File: src/rtl/morse_pkg.sv
// Shared types and constants for the Morse receiver: FSM states, symbol values
// and the A..Z letter codes produced by the decoder.
package morse_pkg;

    typedef enum logic [1:0] {
        S_IDLE  = 2'd0,
        S_PRESS = 2'd1,
        S_GAP   = 2'd2,
        S_EMIT  = 2'd3
    } state_t;

    localparam logic SYM_DOT  = 1'b0;
    localparam logic SYM_DASH = 1'b1;

    localparam logic [2:0] MAX_SYM = 3'd4;

    localparam logic [4:0] L_A = 5'd0,  L_B = 5'd1,  L_C = 5'd2,  L_D = 5'd3;
    localparam logic [4:0] L_E = 5'd4,  L_F = 5'd5,  L_G = 5'd6,  L_H = 5'd7;
    localparam logic [4:0] L_I = 5'd8,  L_J = 5'd9,  L_K = 5'd10, L_L = 5'd11;
    localparam logic [4:0] L_M = 5'd12, L_N = 5'd13, L_O = 5'd14, L_P = 5'd15;
    localparam logic [4:0] L_Q = 5'd16, L_R = 5'd17, L_S = 5'd18, L_T = 5'd19;
    localparam logic [4:0] L_U = 5'd20, L_V = 5'd21, L_W = 5'd22, L_X = 5'd23;
    localparam logic [4:0] L_Y = 5'd24, L_Z = 5'd25;

endpackage

File: src/rtl/morse_decoder_if.sv
// Key-side inputs and letter-side outputs of the Morse decoder.
// The master drives key/tick; the slave (decoder) drives the results.
interface morse_decoder_if;
    logic       tick;
    logic       key;
    logic [4:0] letter;
    logic       letter_valid;
    logic       error;
    logic       busy;

    modport master (output tick, key, input letter, letter_valid, error, busy);
    modport slave  (input tick, key, output letter, letter_valid, error, busy);
endinterface

File: src/rtl/morse_lut.sv
// International Morse table: (pattern, len) -> {hit, letter code}.
// The first symbol sits in pattern[len-1]; bits above len are masked off.
module morse_lut
    import morse_pkg::*;
(
    input  logic [3:0] pattern,
    input  logic [2:0] len,
    output logic       hit,
    output logic [4:0] code
);

    logic [3:0] mask;
    logic [6:0] sel;

    // For len==4 the shift overflows to 0 and the subtraction wraps to all ones.
    assign mask = (4'd1 << len) - 4'd1;
    assign sel  = {len, pattern & mask};

    always_comb begin
        hit  = 1'b1;
        code = L_A;
        case (sel)
            {3'd1, 4'b0000}: code = L_E;
            {3'd1, 4'b0001}: code = L_T;
            {3'd2, 4'b0000}: code = L_I;
            {3'd2, 4'b0001}: code = L_A;
            {3'd2, 4'b0010}: code = L_N;
            {3'd2, 4'b0011}: code = L_M;
            {3'd3, 4'b0000}: code = L_S;
            {3'd3, 4'b0001}: code = L_U;
            {3'd3, 4'b0010}: code = L_R;
            {3'd3, 4'b0011}: code = L_W;
            {3'd3, 4'b0100}: code = L_D;
            {3'd3, 4'b0101}: code = L_K;
            {3'd3, 4'b0110}: code = L_G;
            {3'd3, 4'b0111}: code = L_O;
            {3'd4, 4'b0000}: code = L_H;
            {3'd4, 4'b0001}: code = L_V;
            {3'd4, 4'b0010}: code = L_F;
            {3'd4, 4'b0100}: code = L_L;
            {3'd4, 4'b0110}: code = L_P;
            {3'd4, 4'b0111}: code = L_J;
            {3'd4, 4'b1000}: code = L_B;
            {3'd4, 4'b1001}: code = L_X;
            {3'd4, 4'b1010}: code = L_C;
            {3'd4, 4'b1011}: code = L_Y;
            {3'd4, 4'b1100}: code = L_Z;
            {3'd4, 4'b1101}: code = L_Q;
            default:         hit  = 1'b0;
        endcase
    end

endmodule

File: src/rtl/morse_decoder.sv
// Morse receiver: times key presses and gaps in tick units, builds up to four
// dot/dash symbols and emits one letter code or an error pulse per character.
module morse_decoder
    import morse_pkg::*;
#(
    parameter int DOT_MAX = 2,
    parameter int LGAP    = 3,
    parameter int CNT_W   = 4
) (
    input  logic              Clock,
    input  logic              Reset,
    morse_decoder_if.slave    bus
);

    state_t             state_q, state_d;
    logic [CNT_W-1:0]   count_q, count_d, count_inc;
    logic [3:0]         pattern_q, pattern_d;
    logic [2:0]         len_q, len_d;
    logic               ovf_q, ovf_d;
    logic [4:0]         letter_q, letter_d;
    logic               letter_valid_q, letter_valid_d;
    logic               error_q, error_d;
    logic               busy_q, busy_d;
    logic               lut_hit;
    logic [4:0]         lut_code;
    logic               sym;

    morse_lut u_lut (
        .pattern (pattern_q),
        .len     (len_q),
        .hit     (lut_hit),
        .code    (lut_code)
    );

    // A tick arriving with the key edge is credited before the transition.
    assign count_inc = (bus.tick && count_q != '1) ? count_q + 1'b1 : count_q;
    assign sym       = (count_inc > CNT_W'(DOT_MAX)) ? SYM_DASH : SYM_DOT;

    always_ff @(posedge Clock) begin
        if (Reset) begin
            state_q        <= S_IDLE;
            count_q        <= '0;
            pattern_q      <= '0;
            len_q          <= '0;
            ovf_q          <= 1'b0;
            letter_q       <= '0;
            letter_valid_q <= 1'b0;
            error_q        <= 1'b0;
            busy_q         <= 1'b0;
        end else begin
            state_q        <= state_d;
            count_q        <= count_d;
            pattern_q      <= pattern_d;
            len_q          <= len_d;
            ovf_q          <= ovf_d;
            letter_q       <= letter_d;
            letter_valid_q <= letter_valid_d;
            error_q        <= error_d;
            busy_q         <= busy_d;
        end
    end

    always_comb begin
        state_d   = state_q;
        count_d   = count_q;
        pattern_d = pattern_q;
        len_d     = len_q;
        ovf_d     = ovf_q;
        case (state_q)
            S_IDLE: begin
                if (bus.key) begin
                    state_d = S_PRESS;
                    count_d = '0;
                end
            end
            S_PRESS: begin
                count_d = count_inc;
                if (!bus.key) begin
                    count_d = '0;
                    if (count_inc == '0) begin
                        // Sub-tick glitch: drop it, resume wherever we were.
                        state_d = (len_q == 3'd0) ? S_IDLE : S_GAP;
                    end else begin
                        pattern_d = {pattern_q[2:0], sym};
                        if (len_q < MAX_SYM)
                            len_d = len_q + 3'd1;
                        else
                            ovf_d = 1'b1;
                        state_d = S_GAP;
                    end
                end
            end
            S_GAP: begin
                count_d = count_inc;
                if (bus.key) begin
                    state_d = S_PRESS;
                    count_d = '0;
                end else if (bus.tick && count_inc == CNT_W'(LGAP)) begin
                    state_d = S_EMIT;
                end
            end
            S_EMIT: begin
                state_d   = S_IDLE;
                count_d   = '0;
                pattern_d = '0;
                len_d     = '0;
                ovf_d     = 1'b0;
            end
            default: state_d = S_IDLE;
        endcase
    end

    // Result is registered on the GAP->EMIT edge so the pulse lines up with EMIT.
    always_comb begin
        letter_d       = letter_q;
        letter_valid_d = 1'b0;
        error_d        = 1'b0;
        busy_d         = (state_d != S_IDLE);
        if (state_q == S_GAP && state_d == S_EMIT) begin
            if (!ovf_q && lut_hit) begin
                letter_valid_d = 1'b1;
                letter_d       = lut_code;
            end else begin
                error_d = 1'b1;
            end
        end
    end

    assign bus.letter       = letter_q;
    assign bus.letter_valid = letter_valid_q;
    assign bus.error        = error_q;
    assign bus.busy         = busy_q;

endmodule

File: src/flat_wrapper.sv
// flat-port wrapper written by rule: the top's interface ports become plain ports
module morse_decoder_flat import morse_pkg::*;
#(
    parameter int DOT_MAX = 2,
    parameter int LGAP    = 3,
    parameter int CNT_W   = 4
)
  (Clock, Reset, bus_tick, bus_key, bus_letter, bus_letter_valid, bus_error, bus_busy);
  morse_decoder_if bus_i ();
  input  logic Clock;
  input  logic Reset;
  input wire logic [$bits(bus_i.tick)-1:0] bus_tick;
  input wire logic [$bits(bus_i.key)-1:0] bus_key;
  output wire logic [$bits(bus_i.letter)-1:0] bus_letter;
  output wire logic [$bits(bus_i.letter_valid)-1:0] bus_letter_valid;
  output wire logic [$bits(bus_i.error)-1:0] bus_error;
  output wire logic [$bits(bus_i.busy)-1:0] bus_busy;
  assign bus_i.tick = bus_tick;
  assign bus_i.key = bus_key;
  assign bus_letter = bus_i.letter;
  assign bus_letter_valid = bus_i.letter_valid;
  assign bus_error = bus_i.error;
  assign bus_busy = bus_i.busy;
  morse_decoder #(.DOT_MAX(DOT_MAX), .LGAP(LGAP), .CNT_W(CNT_W)) u_core (.Clock(Clock), .Reset(Reset), .bus(bus_i));
endmodule
File: config.mk
export PLATFORM = sky130hd
export DESIGN_NAME = morse_decoder_flat
export DESIGN_NICKNAME = d
export VERILOG_FILES = /design/src/rtl/morse_pkg.sv /design/src/rtl/morse_decoder_if.sv /design/src/rtl/morse_lut.sv /design/src/rtl/morse_decoder.sv /design/src/flat_wrapper.sv
export SDC_FILE = /design/constraint.sdc
export NUM_CORES = 1
export LEC_CHECK = 0
export BUFFER_PORTS_ARGS = -buffer_cell sky130_fd_sc_hd__buf_4
export CAP_MARGIN = 30
export CORE_UTILIZATION = 25
export DETAILED_ROUTE_END_ITERATION = 16
export PLACE_DENSITY_LB_ADDON = 0.15
export SETUP_SLACK_MARGIN = 0.3
export SLEW_MARGIN = 10
export SYNTH_ARGS = -nofsm -noshare
export SYNTH_HDL_FRONTEND = slang
export SYNTH_SLANG_ARGS = --single-unit
File: constraint.sdc
create_clock -name Clock -period 3.25 [get_ports Clock]
set_input_delay 0.325 -clock Clock [delete_from_list [all_inputs] [get_ports Clock]]
set_output_delay 0.325 -clock Clock [all_outputs]
set_load 0.01 [all_outputs]
* Word-level counts from Yosys, hierarchy flattened
Index checks and enable logic that the tools add are counted.
Storage, ports and cells: output and inout port bits 8, logic and storage cells 98, flip-flop bits (word level) 22, input bits 4
Operators by class: multiplexer cells 28, order comparisons 2, bitwise gates (word level) 2, shift-type cells 1, equality and inequality tests 37, reduce and logical (&&, ||, !) cells 16, $add $sub $neg 3
Operators with widths (number):
- case mux 5 bit (25 select lines) | 1
- equality test 7 x 6 -> 1 bit (second input constant) | 12
- equality test 7 bit (second input constant) | 12
- OR reduction 26 bit | 1
- two-way mux 4 bit | 6
- case mux 4 bit (4 select lines) | 1
- equality test 7 x 5 -> 1 bit (second input constant) | 2
- two-way mux 2 bit | 6
- two-way mux 3 bit | 3
- != test 2 bit (second input constant) | 4
- case mux 2 bit (4 select lines) | 1
- case mux 4 bit (2 select lines) | 1
- AND reduction 4 bit | 2
- two-way mux 1 bit | 7
- equality test 2 bit (second input constant) | 3
- case mux 3 bit (2 select lines) | 1
- adder 4 x 1 -> 4 bit (second input constant) | 1
- bitwise AND 4 bit | 1
- equality test 4 x 2 -> 1 bit (second input constant) | 1
- greater-than comparator 4 x 2 -> 1 bit (second input constant) | 1
- logical AND 1 bit | 4
- logical NOT 4 bit | 1
- != test 4 bit (second input constant) | 1
- nonzero test 2 bit | 2
- other kinds (14) | 14

* Longest topological paths before layout
Gate-level depths: netlist (run 1).
word-level depth 12, depth in mapped cells 11, gate-level depth less buffers 8

* Modules after synthesis
From an unflattened synthesis (run 1), not the netlist that was laid out.
Unflattened totals: cells, all modules 231, area, all modules 1791.7 um2
Modules (own cells, without submodules):
- morse_decoder | seq. area each 440.4 um2, times used 1, area each 1281.2 um2, cells an instance 145
- morse_lut | seq. area each 0.0 um2, times used 1, area each 510.5 um2, cells an instance 86

* Worst setup path after synthesis (run 1)
No wires, ideal clock.
path type register to register, from register u_core.len_q[2], to register u_core.letter_q[0], in the netlist u_core.bus.letter[0], arrival time 2.331 ns, path slack 0.798 ns, clock period less this slack 2.452 ns, stages on the path, launching flop included 12, path buffers 3, library setup time 0.121 ns, required time 3.129 ns, path through dfxtp_1 -> buf_2 -> buf_2 -> inv_1 -> ha_1 -> buf_2 -> nor2b_1 -> o21ai_0 -> o31ai_2 -> o31ai_1 -> o21bai_4 -> mux2_4
On the way: cells in the longest elaborated chain, start to end 8, elaborated cells on any way between the ends 41, classes of those cells 1 x add/sub; 27 x eq/ne; 1 x shift; 6 x mux; 1 x bitwise; 5 x reduce/logical
Ends and longest elaborated chain:
- start: declaration | RTL line morse_decoder.sv:18 | logic [2:0] len_q, len_d;
- start signal: assignment | RTL line morse_decoder.sv:54 | len_q <= len_d;
- << shifter 1 x 3 -> 4 bit or logical NOT 3 bit (tied branches) | RTL line morse_lut.sv:16, morse_decoder.sv:82
- subtractor 4 x 1 -> 4 bit or two-way mux 2 bit (tied branches) | RTL line morse_lut.sv:16, morse_decoder.sv:82
- bitwise AND 4 bit or two-way mux 2 bit (tied branches) | RTL line morse_lut.sv:17, morse_decoder.sv:80
- equality test 7 bit, or another cell as far along | RTL line morse_lut.sv:22 | case (sel)
- OR reduction 26 bit (no source line) or case mux 2 bit (4 select lines) (tied branches)
- two-way mux 1 bit or equality test 2 bit (tied branches) | RTL line morse_lut.sv:22, morse_decoder.sv:119
- logical AND 1 bit, on equally long branches | RTL line morse_decoder.sv:120, morse_decoder.sv:119
- AND reduction 2 bit (no source line)
- end signal: assignment | RTL line morse_decoder.sv:56 | letter_q <= letter_d;
- end: declaration | RTL line morse_decoder.sv:20 | logic [4:0] letter_q, letter_d;
Parallel ways exist; a longest one is shown, timed or not. A chain may end at the register's enable or synchronous reset.

* Worst setup path after layout (run 1)
from register u_core.len_q[1], to register u_core.letter_q[4], in the netlist u_core.bus.letter[4]
Same word-level chain as after synthesis.

==> metrics, run 1 <==
outcome finished clean; Top FF cell, synth dfxtp_1; Distinct cells, synth 56; DRT iter0 DRCs 127; worst path cell trace inv_1 > ha_2 > or3b_1 > a311o_1 > a211oi_2 > a211o_1 > o21bai_4 > mux2_4; Critical Path AT 2.74 ns; Period minus WS final 2.58 ns; Hold Crit Class in2reg; RSZ-0062 raised after global routing false; placed cell areas 1990 µm²; vias in the first global route 1,669; Die W 87.7 µm; number of synthesized flops with an enable pin 0; Crit Path Class reg2reg; DR vias/cell 5.08; CTS max path bufs 2; Worst Skew 0.00401 ns; Site Rows 30; Synth Instances 242; drt pass-1 iters 4; Crit path max-delay family compound AO/OA/AOI/OAI gates; ant diodes 0; via count 1,736; Inst Count DP 338; Worst Hold End u_core.count_q[1]$_SDFFE_PP0P_; Detail Route Antenna Nets 0; Fin Setup TNS 0 ns; PD cells 275 nW/µm²; Slew Limit Headroom 0.577; Mapped Avg Cell Area 7.58 µm²; first-pass GRT wire length 7990 µm; busiest grt layer met2; PortBufs 11; CTS H-Tree Depth 1; Yosys reg bits 22; layout cell share with drive strength beyond 1 0.118; routing usage on met2 0.217; R2R Path Start u_core.len_q[1]$_SDFFE_PP0P_; met1 Use GR 0.175; Sequential Area 442 µm²; GRT met3 Usage 0.0189; largest net degree at the start of global routing 22; Lkg Pwr 0.789 nW; Worst setup EP type register; max_cap viols 0; setup violators final 0; die footprint 7690 µm²; Pwr Total 0.564 mW; r2r worst-path depth 8; Worst Setup Start Kind register; Cell Count, Final, Fillers Out 342; CP max-delay cell dfxtp_2; final WL 4630 µm; Buf+Inv Stages, Crit Path 1; Reg clk slew, reported paths 0.09 ns; Worst Path Required 3.41 ns; area occupied by multi-input gates 1280 µm²; fin area 2050 µm²; CP Launch Point u_core.len_q[1]$_SDFFE_PP0P_; Slew Limit Fails 0; DRC viols 0; origin of the worst min-delay path Reset; overall die height 87.7 µm; Layout Nets 262; CP Max Fanout 15; sequential area share after synthesis 0.240; All-Layer GR Usage 0.131; Synth area leader dfxtp_1; r2r setup slk 0.67 ns; IO Pins 12; period utilization 0.794; DP HPWL 3450 µm; Max Fclk 388 MHz; Overflow after GRT 0; RR Endpoint u_core.bus.letter[4]$_SDFFE_PP0P_; CTS Buf Count 3; Max VDD drop 0.104 mV; Sink Count 22; Yosys top cell area share 0.240; starting density of the core 0.264; Async SR Flop Fraction 0; clk_lat worst skew 0.27 ns; Worst Hold Depth 2; Post-Syn Nets 257; CTS tree built; # hold bufs at CTS 0; Final Hold Fails 0; initial antenna violation count 0; Core Footprint 6940 µm²; GPL Wtd Cong 0.884; synthesized cell area 1840 µm²; fill count 750; synth top area cells dfxtp_1, ha_1, nand2_1, a21oi_1, nor2_1; Area Growth Syn to Fin 11.8%; Post-Route Utilization 0.295; clk root buf clkbuf_8; Crit path largest cell delay 0.41 ns; wire per inst 13.5 µm; synth warn 0; Least-Margin Pin Slew 0.634 ns
power breakdown:
group | switching [mW] | total, mW | internal (mW)
combinational | 0.0465 | 0.0770 | 0.0305
clock | 0.0989 | 0.207 | 0.108
sequential | 0.00524 | 0.280 | 0.274
registers in the layout, summed over array words and instances, names as in the netlist:
signal                   count
u_core.state_q               2
u_core.count_q               4
u_core.ovf_q                 1
u_core.bus.error             1
u_core.len_q                 3
u_core.bus.letter_valid      1
u_core.bus.busy              1
u_core.bus.letter            5
u_core.pattern_q             4
Yosys cell counts, types with 2 or more instances:
master    number
nor2_1        19
a22oi_1        4
o21a_1         2
and2_1         5
nand3b_1       2
xor2_1         2
o31ai_1        2
or2_2          2
nand3_1        4
and3_1         4
nand2b_1      10
inv_1         12
o211ai_1       3
nor2b_1        8
dfxtp_1       22
o22ai_1        5
o21ai_0       13
mux2_4         2
nand2_1       26
a32oi_1        2
and3b_1        2
a221oi_1       2
buf_2          6
a211o_1        3
a211oi_1       3
clkbuf_1       6
nor3_1         7
mux2i_1        3
a311o_1        3
a31oi_1        3
ha_1          11
a311oi_1       2
a21oi_1       19
placed cells by master, fill, tap and decap left out, types with 3 or more instances in the layout:
cell type / netlist / final
o22ai_1: 5 / 5
and2_1: 5 / 5
a311o_1: 3 / 3
and3_1: 4 / 4
o21ai_0: 13 / 13
nand2_1: 26 / 26
a211o_1: 3 / 3
nor3_1: 7 / 7
ha_1: 11 / 10
dfxtp_1: 22 / 21
nand2b_1: 10 / 10
buf_4: 0 / 14
a211oi_1: 3 / 3
a21oi_1: 19 / 19
a31oi_1: 3 / 3
o211ai_1: 3 / 3
mux2i_1: 3 / 3
a22oi_1: 4 / 4
nor2b_1: 8 / 8
inv_1: 12 / 12
nand3_1: 4 / 4
nor2_1: 19 / 19
clkbuf_8: 0 / 4
metrics by stage:
step                      hold WS, ns  worst slack, ns
after global placement          0.456            0.492
after floorplan                 0.466            0.798
after global routing            0.427            0.460
after detailed placement        0.466            0.461
after CTS                       0.398            0.461
final                           0.404            0.669
logic make-up after synthesis:
group / count (synthesis) / share of synthesized area
buffers and inverters: 26 / 0.0613
AO/OA/AOI/OAI: 80 / 0.312
XOR/XNOR: 2 / 0.00955
AND/OR/NAND/NOR: 95 / 0.264
adder cells (fa/ha/maj): 11 / 0.0750
flip-flops: 22 / 0.240
multiplexers: 6 / 0.0389
layer usage:
layer / part of all wire / vias to the layer above / routed length (µm)
li1: - / 890 / -
met1: 0.51 / 801 / 2380
met2: 0.44 / 39 / 2030
met3: 0.033 / 6 / 155
met4: 0.014 / 0 / 66
met5: 0 / - / 0
cell type report:
class | instances | area share
inverter | 12 | 0.0220
multi-input combinational | 194 | 0.626
sequential | 22 | 0.215
clock buffer | 4 | 0.0268
timing repair buffer | 14 | 0.0512
tap | 96 | 0.0585
worst reg2reg max path, stage by stage, from the launching register on:
cell and delay (ns):
dfxtp_2 0.41, inv_1 0.10, ha_2 0.31, or3b_1 0.37, a311o_1 0.36, a211oi_2 0.24
a211o_1 0.19, o21bai_4 0.17, mux2_4 0.32
worst max-delay path by stage:
stage	cells after the start	slack [ns]	to
2_1_floorplan	11	0.80	u_core.bus.letter[0]$_SDFFE_PP0P_
5_1_grt	8	0.46	u_core.bus.letter[4]$_SDFFE_PP0P_
4_1_cts	8	0.46	u_core.bus.letter[0]$_SDFFE_PP0P_
3_5_place_dp	8	0.46	u_core.bus.letter[4]$_SDFFE_PP0P_
3_3_place_gp	8	0.49	u_core.bus.letter[0]$_SDFFE_PP0P_
6_report	8	0.67	u_core.bus.letter[4]$_SDFFE_PP0P_
timing repair:
action / 4_1_cts / 5_1_grt
endpoints found under the setup margin: 0 / 2
gates resized for setup: 0 / 2
setup buffers: 0 / 0
(Power assumes the default switching activity.)
==> run 2, diff against run 1 <==
clock period = 2.3 ns   (was 3.25 ns; I/O delays follow)
==> run 2 against run 1 <==
Net effect: utilization grew 6.1 points; largest cell class unchanged; clock skew increased by 0.0022 ns; cell area is 20% higher; total power grew 45%; sequential share of layout area down 3.4 points.
==> metrics, run 2 (synthesis gave the netlist of run 1 again) <==
Crit Path Class reg2reg; period utilization 0.944 (+0.150); PD cells 330 nW/µm² (+20%); Die W 87.7 µm (unchanged); largest net degree at the start of global routing 22 (unchanged); Internal 0.587 mW (+42%); CTS Buf Count 3 (unchanged); RSZ-0062 raised after global routing true; Worst Hold Slack 0.308 ns (-0.0960 ns); sequential power share 0.479 (-0.017); Worst Setup Start Kind register; CTS tree built; Psw 0.229 mW (+52%); Critical Path AT 2.33 ns (-0.41 ns); Layout Nets 293 (+12%); DP HPWL 3810 µm (+11%); Worst setup EP type register; initial antenna violation count 0 (unchanged); Least-Margin Pin Slew 0.514 ns (-0.120 ns); setup violators final 0 (unchanged); All-Layer GR Usage 0.141 (+0.00997); Lkg Pwr 0.985 nW (+25%); r2r worst-path depth 6 (-2); Detail Route Antenna Nets 0 (unchanged); Worst Path Required 2.46 ns (-0.95 ns); DR vias/cell 5.06 (-0.23%); overall die height 87.7 µm (unchanged); wire per inst 14.1 µm (+4.3%); Cell Count, Final, Fillers Out 373 (+9.1%); commonest non-fill, non-tap cell in the layout buf_4; Slew Limit Fails 0 (unchanged); first-pass GRT wire length 8590 µm (+7.5%); Core Footprint 6940 µm² (unchanged); met2 wire len 2560 µm (+26%); drt pass-1 iters 4 (unchanged); most frequent cells in the layout buf_4, nand2_1, nor2_1, a21oi_1, dfxtp_1; Slew Limit Headroom 0.657 (+0.0799); clk_lat worst skew 0.27 ns (about the same); Reg clk slew, reported paths 0.09 ns (about the same); DRC viols 0 (unchanged); Sw Share 0.281 (+0.0137); via count 1,889 (+8.8%); Worst Hold Depth 2 (unchanged); Post-Route Utilization 0.356 (+0.0605); layout cell share with drive strength beyond 1 0.336 (+0.218); Clock power frac 0.323 (-0.044); logic gate share of total power 0.198 (+0.061); uppermost routed layer met4; GPL Wtd Cong 0.842 (-4.7%); wire length on met3 162 µm (+4.5%); Worst Slack Setup Final 0.128 ns (-0.541 ns); die footprint 7690 µm² (unchanged); vias in the first global route 1,715 (+2.8%); outcome finished clean; Largest register FFs 5 (unchanged); Overflow after GRT 0 (unchanged); PortBufs 11 (unchanged); Worst Skew 0.00622 ns (+0.00221 ns); Final Hold Fails 0 (unchanged); Site Rows 30 (unchanged); final WL 5260 µm (+14%); clk root buf clkbuf_8; Max VDD drop 0.152 mV (+46%); Routed met1 length 2520 µm (+6.0%); Max Fclk 460 MHz (+19%); IO Pins 12 (unchanged); DRT iter0 DRCs 132 (+3.9%); Sink Count 22 (unchanged); Hold Crit Class in2reg; # hold bufs at CTS 0 (unchanged); DP Worst Slack -0.000616 ns (-0.462 ns); Inst Count DP 363 (+7.4%); Period minus WS final 2.17 ns (-0.409 ns); max_cap viols 0 (unchanged); Area Growth Syn to Fin 34.7%; ant diodes 0 (unchanged); CP Max Fanout 6 (-9); r2r setup slk 0.13 ns (-0.54 ns); CTS max path bufs 2 (unchanged); CTS H-Tree Depth 1 (unchanged); starting density of the core 0.264 (unchanged)
run 2: layout make-up:
| type | count | area [µm²] |
|---|---|---|
| clock buffers | 4 | 45.0 |
| fillers | 710 | 4470 |
| inverters | 12 | 50.0 |
| multi-input cells | 194 | 1460 |
| flip-flops and latches | 22 | 449 |
| well taps | 96 | 120 |
| repair buffers | 45 | 345 |
run 2: repair_timing:
| action | 4_1_cts | 5_1_grt |
|---|---|---|
| endpoints found under the setup margin | 8 | 12 |
| setup buffers | 3 | 3 |
| resized for setup | 16 | 13 |
| pin swaps | 8 | 5 |
run 2: power groups by stage:
stage	Combinational, mW	Clock [mW]	Sequential (mW)
2_1_floorplan	0.0877	0	0.402
3_3_place_gp	0.138	0	0.400
3_5_place_dp	0.136	0	0.400
4_1_cts	0.151	0.278	0.391
5_1_grt	0.176	0.295	0.392
6_report	0.162	0.263	0.391
run 2: worst paths after layout:
path,startpoint,endpoint
worst min-delay path,Reset,u_core.bus.letter_valid$_SDFF_PP0_
worst min register to register,u_core.bus.letter[3]$_SDFFE_PP0P_,u_core.bus.letter[3]$_SDFFE_PP0P_
worst max register to register,u_core.count_q[1]$_SDFFE_PP0P_,u_core.bus.letter[0]$_SDFFE_PP0P_
worst max-delay path,u_core.count_q[1]$_SDFFE_PP0P_,u_core.bus.letter[0]$_SDFFE_PP0P_
run 2: through the flow:
step / setup TNS [ns] / total power, mW / area, µm²
after global routing: 0 / 0.864 / 2470
after floorplan: 0 / 0.490 / 1950
after global placement: 0 / 0.537 / 2270
after detailed placement: -0.000616 / 0.535 / 2270
final: 0 / 0.816 / 2470
after CTS: 0 / 0.820 / 2390
run 2: critical path, cell delays in order (launching register included):
cell      delay, ns
dfxtp_2        0.35
ha_4           0.28
nand2_1        0.08
or4_4          0.51
a211o_1        0.33
o21bai_4       0.21
mux2_4         0.30
run 2: metal layers:
layer  GRT usage  vias up
met4      0.0313        0
li1            -      955
met1       0.198      892
met2       0.231       40
met3      0.0170        2
met5           0        -
==> run 3, diff against run 2 <==
MAX_ROUTING_LAYER = met4   (was default)
==> run 3 against run 2 <==
Net effect: register-to-register slack about the same; sequential cell count unchanged; sequential share of layout area unchanged; sequential power about the same; largest cell class unchanged; worst setup slack got worse by 0.0084 ns; clock power about the same; global-route usage increased by 0.44 points; die area unchanged; first-iteration DRC count decreased by 1.5%.
==> metrics, run 3 (synthesis gave the netlist of run 1 again) <==
Buf+Inv Stages, Crit Path 1 (+1); Reg clk slew, reported paths 0.09 ns (about the same); Hold Crit Class in2reg; origin of the worst min-delay path Reset; Clock power frac 0.323 (about the same); Worst Path Required 2.46 ns (about the same); Slew Limit Headroom 0.651 (-0.00526); commonest non-fill, non-tap cell in the layout buf_4; Core Footprint 6940 µm² (unchanged); All-Layer GR Usage 0.146 (+0.00442); Internal 0.587 mW (about the same); Worst Hold Slack 0.308 ns (-0.000239 ns); final WL 5270 µm (+0.21%); CP Launch Point u_core.len_q[0]$_SDFFE_PP0P_; Psw 0.229 mW (about the same); Slew Limit Fails 0 (unchanged); RSZ-0062 raised after global routing true; Largest register FFs 5 (unchanged); PortBufs 11 (unchanged); CTS Buf Count 3 (unchanged); die footprint 7690 µm² (unchanged); outcome finished clean; overall die height 87.7 µm (unchanged); wire per inst 14.1 µm (+0.21%); drt pass-1 iters 4 (unchanged); vias in the first global route 1,715 (unchanged); max_cap viols 0 (unchanged); Cell Count, Final, Fillers Out 373 (unchanged); Crit path max-delay family compound AO/OA/AOI/OAI gates; setup violators final 0 (unchanged); Max Fclk 459 MHz (-0.39%); CP max-delay cell dfxtp_2; r2r worst-path depth 8 (+2); PD cells 330 nW/µm² (about the same); Worst setup EP type register; RR Endpoint u_core.bus.letter[0]$_SDFFE_PP0P_; clk_lat worst skew 0.27 ns (about the same); Critical Path AT 2.34 ns (about the same); logic gate share of total power 0.198 (about the same); fill count 710 (unchanged); placed cell areas 2270 µm² (unchanged); GPL Wtd Cong 0.855 (+1.6%); clk root buf clkbuf_8; Final Hold Fails 0 (unchanged); CP Max Fanout 6 (unchanged); Post-Route Utilization 0.356 (unchanged); Worst Hold End u_core.bus.letter_valid$_SDFF_PP0_; DRT iter0 DRCs 130 (-1.5%); Die W 87.7 µm (unchanged); r2r setup slk 0.12 ns (about the same); Inst Count DP 363 (unchanged); period utilization 0.948 (+0.00367); CTS tree built; Period minus WS final 2.18 ns (+0.00844 ns); starting density of the core 0.264 (unchanged); Crit Path Class reg2reg; CTS max path bufs 2 (unchanged); Overflow after GRT 0 (unchanged); worst path cell trace inv_4 > ha_2 > xor2_2 > o211a_1 > o21ai_0 > a31oi_2 > o21bai_4 > mux2_4; Max VDD drop 0.152 mV (-0.25%); Area Growth Syn to Fin 34.7% (unchanged); Worst Setup Start Kind register; Detail Route Antenna Nets 0 (unchanged); Fin Setup TNS 0 ns (unchanged); Worst Skew 0.00576 ns (-0.000462 ns); fin area 2470 µm² (unchanged); DP HPWL 3810 µm (unchanged); Crit path largest cell delay 0.38 ns (-0.13 ns); DRC viols 0 (unchanged); Lkg Pwr 0.985 nW (unchanged); largest net degree at the start of global routing 22 (unchanged); CTS H-Tree Depth 1 (unchanged); via count 1,884 (-0.26%); Layout Nets 293 (unchanged); initial antenna violation count 0 (unchanged); DR vias/cell 5.05 (-0.26%); layout cell share with drive strength beyond 1 0.336 (unchanged); ant diodes 0 (unchanged); R2R Path Start u_core.len_q[0]$_SDFFE_PP0P_; most frequent cells in the layout buf_4, nand2_1, nor2_1, a21oi_1, dfxtp_1; IO Pins 12 (unchanged); Site Rows 30 (unchanged); Sw Share 0.281 (about the same); Worst Hold Depth 2 (unchanged); Sink Count 22 (unchanged); first-pass GRT wire length 8600 µm (about the same); Least-Margin Pin Slew 0.522 ns (+0.00788 ns); sequential power share 0.479 (about the same)
==> run 3: metal layers <==
metal / part of all wire / GRT usage / wire, µm / vias up
li1: - / - / - / 957
met2: 0.48 / 0.231 / 2550 / 34
met3: 0.028 / 0.0170 / 150 / 2
met1: 0.48 / 0.198 / 2540 / 891
met5: 0 / - / 0 / -
met4: 0.0055 / 0.0313 / 29 / 0
==> run 3: power groups by stage <==
stage / clock network (mW) / registers (mW) / logic, mW
after floorplan: 0 / 0.402 / 0.0877
after global placement: 0 / 0.400 / 0.138
after detailed placement: 0 / 0.400 / 0.136
after CTS: 0.278 / 0.391 / 0.151
after global routing: 0.295 / 0.392 / 0.176
final: 0.263 / 0.391 / 0.161
==> run 3: worst max-delay path by stage <==
stage,end,slack [ns],depth (start not counted)
after global routing,u_core.bus.letter[0]$_SDFFE_PP0P_,0.01,8
after CTS,u_core.bus.letter[0]$_SDFFE_PP0P_,0.13,8
final,u_core.bus.letter[0]$_SDFFE_PP0P_,0.12,8
after floorplan,u_core.bus.letter[0]$_SDFFE_PP0P_,0.02,9
after detailed placement,u_core.bus.letter[0]$_SDFFE_PP0P_,-0.0006,8
after global placement,u_core.bus.letter[1]$_SDFFE_PP0P_,0.0008,9
==> run 3: final cells by class <==
class | instances | area (µm²) | share of cell area
well taps | 96 | 120 | 0.0486
flip-flops and latches | 22 | 449 | 0.182
clock buffers | 4 | 45.0 | 0.0182
multi-input cells | 194 | 1460 | 0.592
repair buffers | 45 | 345 | 0.140
inverters | 12 | 50.0 | 0.0202
==> run 3: metrics by stage <==
step | setup WS [ns] | total power [mW]
floorplan | 0.0189 | 0.490
global placement | 0.000779 | 0.537
detailed placement | -0.000616 | 0.535
CTS | 0.125 | 0.820
global route | 0.00993 | 0.864
finish | 0.120 | 0.816
==> run 3: what timing repair did <==
item / in CTS / in global routing
cloned: 0 / 0
buffers inserted: 3 / 3
gates resized for setup: 16 / 13
hold buffers: 0 / 0
pin swaps: 8 / 5
endpoints found under the setup margin: 8 / 12
==> run 3: worst register-to-register path, stage by stage (launching register included) <==
cell,delay (ns)
dfxtp_2,0.38
inv_4,0.05
ha_2,0.20
xor2_2,0.18
o211a_1,0.21
o21ai_0,0.32
a31oi_2,0.19
o21bai_4,0.23
mux2_4,0.32
